[src/rtl/wb_register_file_pkg.sv]
// Shared write-back / register-file constants, also used by ID-stage and hazard logic.
package wb_register_file_pkg;
   localparam int DATA_W   = 32;
   localparam int ADDR_W   = 5;
   localparam int CNT_W    = 32;
   localparam int REG_ZERO = 0;

   // True when the address targets the hardwired zero register.
   function automatic logic is_zero_reg(input logic [ADDR_W-1:0] addr);
      return addr == ADDR_W'(REG_ZERO);
   endfunction
endpackage

[src/rtl/wb_register_file_wb_mux.sv]
// 2:1 write-back source select (load data vs ALU result); purely combinational.
module wb_mux #(
   parameter int W = 32
) (
   input  logic         sel_mem_i,
   input  logic [W-1:0] alu_data_i,
   input  logic [W-1:0] mem_data_i,
   output logic [W-1:0] wb_data_o
);
   assign wb_data_o = sel_mem_i ? mem_data_i : alu_data_i;
endmodule

[src/rtl/wb_register_file.sv]
// Write-back stage plus 32xDATA_W register file with write-through read bypass.
// Reads are combinational; one commit per cycle when enabled; counts committed writes.
module wb_register_file
   import wb_register_file_pkg::*;
#(
   parameter int DATA_W = wb_register_file_pkg::DATA_W,
   parameter int ADDR_W = wb_register_file_pkg::ADDR_W,
   parameter int CNT_W  = wb_register_file_pkg::CNT_W
) (
   input  logic              clk_i,
   input  logic              rst_i,
   input  logic              start_i,
   input  logic              RegWrite_i,
   input  logic              MemReg_i,
   input  logic [ADDR_W-1:0] rd_addr_i,
   input  logic [DATA_W-1:0] alu_data_i,
   input  logic [DATA_W-1:0] mem_data_i,
   input  logic [ADDR_W-1:0] rs1_addr_i,
   input  logic [ADDR_W-1:0] rs2_addr_i,
   output logic [DATA_W-1:0] rs1_data_o,
   output logic [DATA_W-1:0] rs2_data_o,
   output logic [DATA_W-1:0] wb_data_o,
   output logic              wb_en_o,
   output logic [CNT_W-1:0]  commit_cnt_o
);
   localparam int NREGS = 2 ** ADDR_W;
   localparam logic [ADDR_W-1:0] ZERO_ADDR = ADDR_W'(REG_ZERO);

   logic [DATA_W-1:0] r_regs [NREGS];
   logic [CNT_W-1:0]  r_commit_cnt;
   logic [DATA_W-1:0] w_wb_data;
   logic              w_wb_en;

   wb_mux #(.W(DATA_W)) u_wb_mux (
      .sel_mem_i  (MemReg_i),
      .alu_data_i (alu_data_i),
      .mem_data_i (mem_data_i),
      .wb_data_o  (w_wb_data)
   );

   // Writes to x0 are squashed here so they neither commit, bypass, nor count.
   assign w_wb_en = start_i & RegWrite_i & (rd_addr_i != ZERO_ADDR) & ~rst_i;

   always_ff @(posedge clk_i) begin
      if (rst_i) begin
         for (int i = 0; i < NREGS; i++) begin
            r_regs[i] <= '0;
         end
         r_commit_cnt <= '0;
      end else if (w_wb_en) begin
         r_regs[rd_addr_i] <= w_wb_data;
         r_commit_cnt      <= r_commit_cnt + 1'b1;
      end
   end

   function automatic logic [DATA_W-1:0] read_port(input logic [ADDR_W-1:0] addr);
      if (addr == ZERO_ADDR)                return '0;
      else if (w_wb_en && rd_addr_i == addr) return w_wb_data;
      else                                   return r_regs[addr];
   endfunction

   always_comb begin
      rs1_data_o = read_port(rs1_addr_i);
      rs2_data_o = read_port(rs2_addr_i);
   end

   assign wb_data_o    = w_wb_data;
   assign wb_en_o      = w_wb_en;
   assign commit_cnt_o = r_commit_cnt;
endmodule

[config.mk]
export PLATFORM = sky130hd
export DESIGN_NAME = wb_register_file
export DESIGN_NICKNAME = d
export VERILOG_FILES = /design/src/rtl/wb_register_file_pkg.sv /design/src/rtl/wb_register_file_wb_mux.sv /design/src/rtl/wb_register_file.sv
export SDC_FILE = /design/constraint.sdc
export NUM_CORES = 2
export LEC_CHECK = 0
export CORE_UTILIZATION = 40
export DETAILED_ROUTE_END_ITERATION = 8
export GPL_ROUTABILITY_DRIVEN = 0
export SETUP_SLACK_MARGIN = 0.5
export SYNTH_ARGS = -nofsm -noshare
export SYNTH_HDL_FRONTEND = slang
export SYNTH_SLANG_ARGS = --single-unit
[constraint.sdc]
create_clock -name clk_i -period 5.59 [get_ports clk_i]
set_clock_uncertainty 0.05 [all_clocks]
set_input_delay 0.559 -clock clk_i [delete_from_list [all_inputs] [get_ports clk_i]]
set_output_delay 0.559 -clock clk_i [all_outputs]
set_load 0.02 [all_outputs]
# ---- Yosys cells after proc, flatten, opt, wreduce, memory -nomap -nowiden
# Memories as Yosys holds them, arrays and structs flattened.
# Cells that the tools add are included.
dict set report word_totals {
  ff_bits 32
  ram_bits 1024
  output_inout_bits 129
  elab_cells 28
  mem_count 1
}
dict set report classes {
  n_addsub 1
  eq_ne 2
  mux 13
  bitwise 4
  n_reduce_logical 6
}
# memory depth width read_ports rd_clocked_by_memory_dff wr line_no
set mem_list {}
lappend mem_list {r_regs 32 32 2 0 32 wb_register_file.sv:29} ;# logic [DATA_W-1:0] r_regs [NREGS];
# cell count
set op_table {}
lappend op_table {{32-bit 2-to-1 mux} 6}
lappend op_table {{32-bit by 1-bit adder with 32-bit output, second input constant} 1}
lappend op_table {{32-bit OR reduction} 1}
lappend op_table {{5-bit == test} 2}
lappend op_table {{5-bit zero test} 2}
lappend op_table {{1-bit 2-to-1 mux} 6}
lappend op_table {{5-bit 2-to-1 mux} 1}
lappend op_table {{5-bit nonzero test} 1}
lappend op_table {{1-bit AND} 3}
lappend op_table {{1-bit logical AND} 2}
lappend op_table {{1-bit NOT} 1}

# ---- Longest topological paths before layout
dict set report logic_depth {
  word_depth 8
  depth_mapped 9
}

# ---- Hierarchy
# Synthesis repeated with hierarchy kept, for this count alone.
dict set report hier_totals {
  hier_cells 4119
  area_unflattened_um2 57631.5
}
# module n_inst cells_each area_per_inst_um2 seq_area_each_um2
set modules_own_cells {}
lappend modules_own_cells {wb_register_file 1 4083 57087.3 31390.1}
lappend modules_own_cells {wb_mux 1 36 544.3 0.0}

# ---- Worst setup path before layout
# Ideal clock, no wire load.
dict set report synth_timing {
  kind {input-to-output}
  startpoint {input rs2_addr_i[0]}
  endpoint {output rs2_data_o[13]}
  arrival_ps 2369
  path_slack_ps 2612
  cell_stages 9
  cell_sequence {buf_4 buf_12 buf_12 buf_12 mux2i_1 a221o_1 nor3_1 nor3_1 a311oi_1}
}
dict set report synth_via {
  elab_chain_cells 4
  elab_cells_between_ends 6
  classes_between {1 x eq/ne; 2 x mux; 2 x reduce/logical; 1 x memory}
}
# element line_no
set synth_lines {}
lappend synth_lines {{start: declaration} wb_register_file.sv:19} ;# input logic [ADDR_W-1:0] rs2_addr_i,
lappend synth_lines {{parallel branches: the longest is 3 deep, another holds memory read 32 x 32 bit} --}
lappend synth_lines {{32-bit 2-to-1 mux *} wb_register_file.sv:57} ;# if (addr == ZERO_ADDR) return '0;
lappend synth_lines {{end: declaration} wb_register_file.sv:21} ;# output logic [DATA_W-1:0] rs2_data_o,
# Mark *: on every way between the ends.

# ---- Final worst setup path
dict set report layout_timing {
  startpoint {input rs1_addr_i[4]}
  endpoint {output rs1_data_o[16]}
}
dict set report layout_via {
  elab_chain_cells 4
  elab_cells_between_ends 6
  classes_between {1 x eq/ne; 2 x mux; 2 x reduce/logical; 1 x memory}
}
# element line_no
set layout_lines {}
lappend layout_lines {{start: declaration} wb_register_file.sv:18} ;# input logic [ADDR_W-1:0] rs1_addr_i,
lappend layout_lines {{parallel branches: the longest is 3 deep, another holds memory read 32 x 32 bit} --}
lappend layout_lines {{32-bit 2-to-1 mux *} wb_register_file.sv:57}
lappend layout_lines {{end: declaration} wb_register_file.sv:20} ;# output logic [DATA_W-1:0] rs1_data_o,
# Marked as above.

==> metrics.txt <==
status finished, final reports clean; DR iter-0 viols 5675; hpwl dp 132900 um; clk_lat worst skew 730 ps; fin area 63390 um2; Clock transition at path regs 60 ps; share of cells above drive strength 1 between 20% and 30%; Critical Path AT 4490 ps; EDFF count, synth between 1000 and 1500; Finished Layout Cells between 6000 and 7000; TNS Setup 0 ps; synth warn 0; Hold Crit Class in -> reg; Max IR drop VDD between 0.0002 and 0.00025 V; Total GRT Usage a little under 30%; Worst-Margin Slew between 1000 and 1500 ps; Post-synth top flop edfxtp_1; WP buf/inv 3; Mapped Avg Cell Area 13.22 um2; Setup Crit Path Kind in -> out; Std-Cell Rows 135; DR pass1 iterations 9; clock share of power a little under two fifths; area leader, netlist edfxtp_1; CTS max path bufs 3; internal power 14.44 mW; Reg power frac between 40% and 50%; DR vias 39470; Setup violations, final 0; CP Launch Type input port; gr ovfl total 0; nets@finish 4385; post-route ant nets 0; vias in the first global route 38370; Final Max Slew Viols 0; Die Span Y 372.7 um; CP Max Fanout 25; Cell Area, Placed 59790 um2; RSZ-0062 raised after global routing false; H-tree Lvls 3; sw frac between 20% and 30%; root buffer cell clkbuf_16; Setup Fix Bufs, Post-CTS 0; CP cell instances clkdlybuf4s50_1 -> nor3_2 -> buf_4 -> a221o_1 -> nor3_1 -> nor3_1 -> a311oi_1 -> clkdlybuf4s50_1; Setup crit end kind output pin; fill count 12010; Worst path top cell family by delay buffers and inverters; first-pass GRT wire length 287800 um; Final Core Density 46.67%; Initial Util 40.47%; total power 19.63 mW; max_slew headroom 13.34%; fin crit period 5097 ps; final hold violation count 0; antenna violations before repair 7; WL per Instance 33.21 um; core area 135800 um2; register area share after synthesis 57.12%; combinational share of power 15.0%; final period utilization 91.18%; Yosys cell types 65; WL final 205000 um; leakage power 22.00 nW; clock tree sinks between 1000 and 1500; max incr delay on CP 940 ps; Synth top area share 55.95%; fmax 196.2 MHz; DRC 0; Mapped Area 54960 um2; ranking of synthesized cells by area edfxtp_1, mux4_2, nor2_1; CTS Buf Count 110; I/O pin count around 210; Cells after Synth 4156; IO buf count 212; area delta synth->final 15.34%; switching power between 5 and 6 mW; asr flop ratio synth 0%; Max Cap Viol 0; die area 138900 um2; #FFs+latches synth ~1100; CTS tree built; Crit path required time 4980 ps; vias per cell 6.391; CP max stage cell clkdlybuf4s50_1; Die Wd 372.7 um; Pwr Density about 310 nW/um2; Hold Buf Count CTS 0; largest net degree at the start of global routing 69; post-placement cell count 5969
-- Yosys cell counts, types with 9 or more instances --
| cell | n |
|---|---|
| o22ai_1 | 113 |
| buf_1 | 9 |
| nor2_1 | 1121 |
| mux2_2 | 133 |
| nand2b_1 | 40 |
| inv_1 | 38 |
| a221o_1 | 56 |
| mux4_2 | 356 |
| a22oi_1 | 11 |
| nor2b_1 | 13 |
| nor3_1 | 160 |
| or3_1 | 12 |
| edfxtp_1 | 1024 |
| nand2_1 | 62 |
| o21ai_0 | 24 |
| clkbuf_1 | 279 |
| o2111ai_1 | 10 |
| nand3_1 | 13 |
| a21oi_1 | 29 |
| dfxtp_1 | 32 |
| nand4_1 | 12 |
| buf_6 | 14 |
| buf_2 | 76 |
| o221ai_1 | 49 |
| o211ai_1 | 9 |
| mux2i_1 | 216 |
| buf_4 | 45 |
| xor2_1 | 20 |
| a311oi_1 | 51 |
| a31oi_1 | 13 |
-- what timing repair did --
action	4_1_cts	5_1_grt
gates resized for setup	2	2
setup endpoints to repair	2	3
gates cloned	0	0
-- worst reg2reg max path, cell delays in order (launching register included) --
cell and delay [ps]:
dfxtp_1 440, and4_1 250, and3_1 430, nand4_1 490
or4_1 610, a21oi_1 130
-- routing by layer --
metal  GRT usage, %  vias up  wire length (um)
met1          36.55    20160             73980
met5              0        -                 0
li1               -    16130                 -
met3          5.382      504             21290
met2          45.70     2672             94830
met4          19.27        0             14950
-- power groups by stage --
stage	logic, mW	clock network [mW]	registers, mW
final	2.94	7.40	9.28
after global routing	2.99	7.70	9.33
after CTS	2.89	7.44	9.27
after detailed placement	2.88	0	9.44
after global placement	2.87	0	9.41
after floorplan	1.61	0	9.37
-- state kept, by name (all words and copies together), names as in the netlist --
register,count
commit_cnt_o,32
r_regs,1024
-- stage by stage --
stage	hold slack [ps]	setup slack [ps]
after floorplan	505.3	2612
after global placement	435.3	278.3
after detailed placement	453.0	225.2
after CTS	266.4	503.3
after global routing	310.0	573.4
final	291.2	493.0
-- final timing paths --
path	from	endpoint	slack [ps]	cells after the start
min reg2reg	commit_cnt_o[30]	commit_cnt_o[30]	460	2
min	rst_i	commit_cnt_o[7]	290	2
max reg2reg	commit_cnt_o[3]	commit_cnt_o[31]	3120	5
max	rs1_addr_i[4]	rs1_data_o[16]	490	8
-- cell type report --
| cell class | instances | area (um2) | share of cell area, % |
|---|---|---|---|
| clock inverter | 60 | 560.5 | 0.8843 |
| inverter | 39 | 146.4 | 0.2310 |
| tap | 1781 | 2228 | 3.516 |
| clock buffer | 143 | 3015 | 4.757 |
| multi-input combinational | 2653 | 21920 | 34.58 |
| timing repair buffer | 440 | 4121 | 6.502 |
| sequential | 1056 | 31390 | 49.52 |
| antenna | 3 | 7.507 | 0.01184 |
-- cells in the final DEF, fill, tap and decap left out, types with 24 or more instances in the layout --
cell type,netlist,layout
a221o_1,56,56
buf_4,45,214
mux2i_4,0,32
a311oi_1,51,50
o221ai_1,49,49
buf_12,6,24
inv_1,38,38
mux2i_1,216,184
o22ai_1,113,113
mux4_2,356,356
nor2_1,1121,1121
dfxtp_1,32,32
a21oi_1,29,29
nand2b_2,0,34
mux2_2,133,133
o21ai_0,24,24
clkdlybuf4s50_1,0,195
edfxtp_1,1024,1024
clkbuf_16,0,114
nand2_1,62,52
nor3_1,160,156
conb_1,1,32
-- logic make-up (layout without fill, tap and decap cells) --
kind of cell / after synthesis / after routing / synth area share [%]
buffers and inverters: 478 / 682 / 4.283
multiplexers: 705 / 705 / 21.25
other: 1 / 35 / 0.006824
XOR/XNOR: 27 / 27 / 0.4303
AND/OR/NAND/NOR: 1473 / 1473 / 11.14
AO/OA/AOI/OAI: 415 / 415 / 5.744
flip-flops: 1056 / 1056 / 57.12
adder cells (fa/ha/maj): 1 / 1 / 0.02276
No activity file was read; power rests on OpenSTA's default activity.
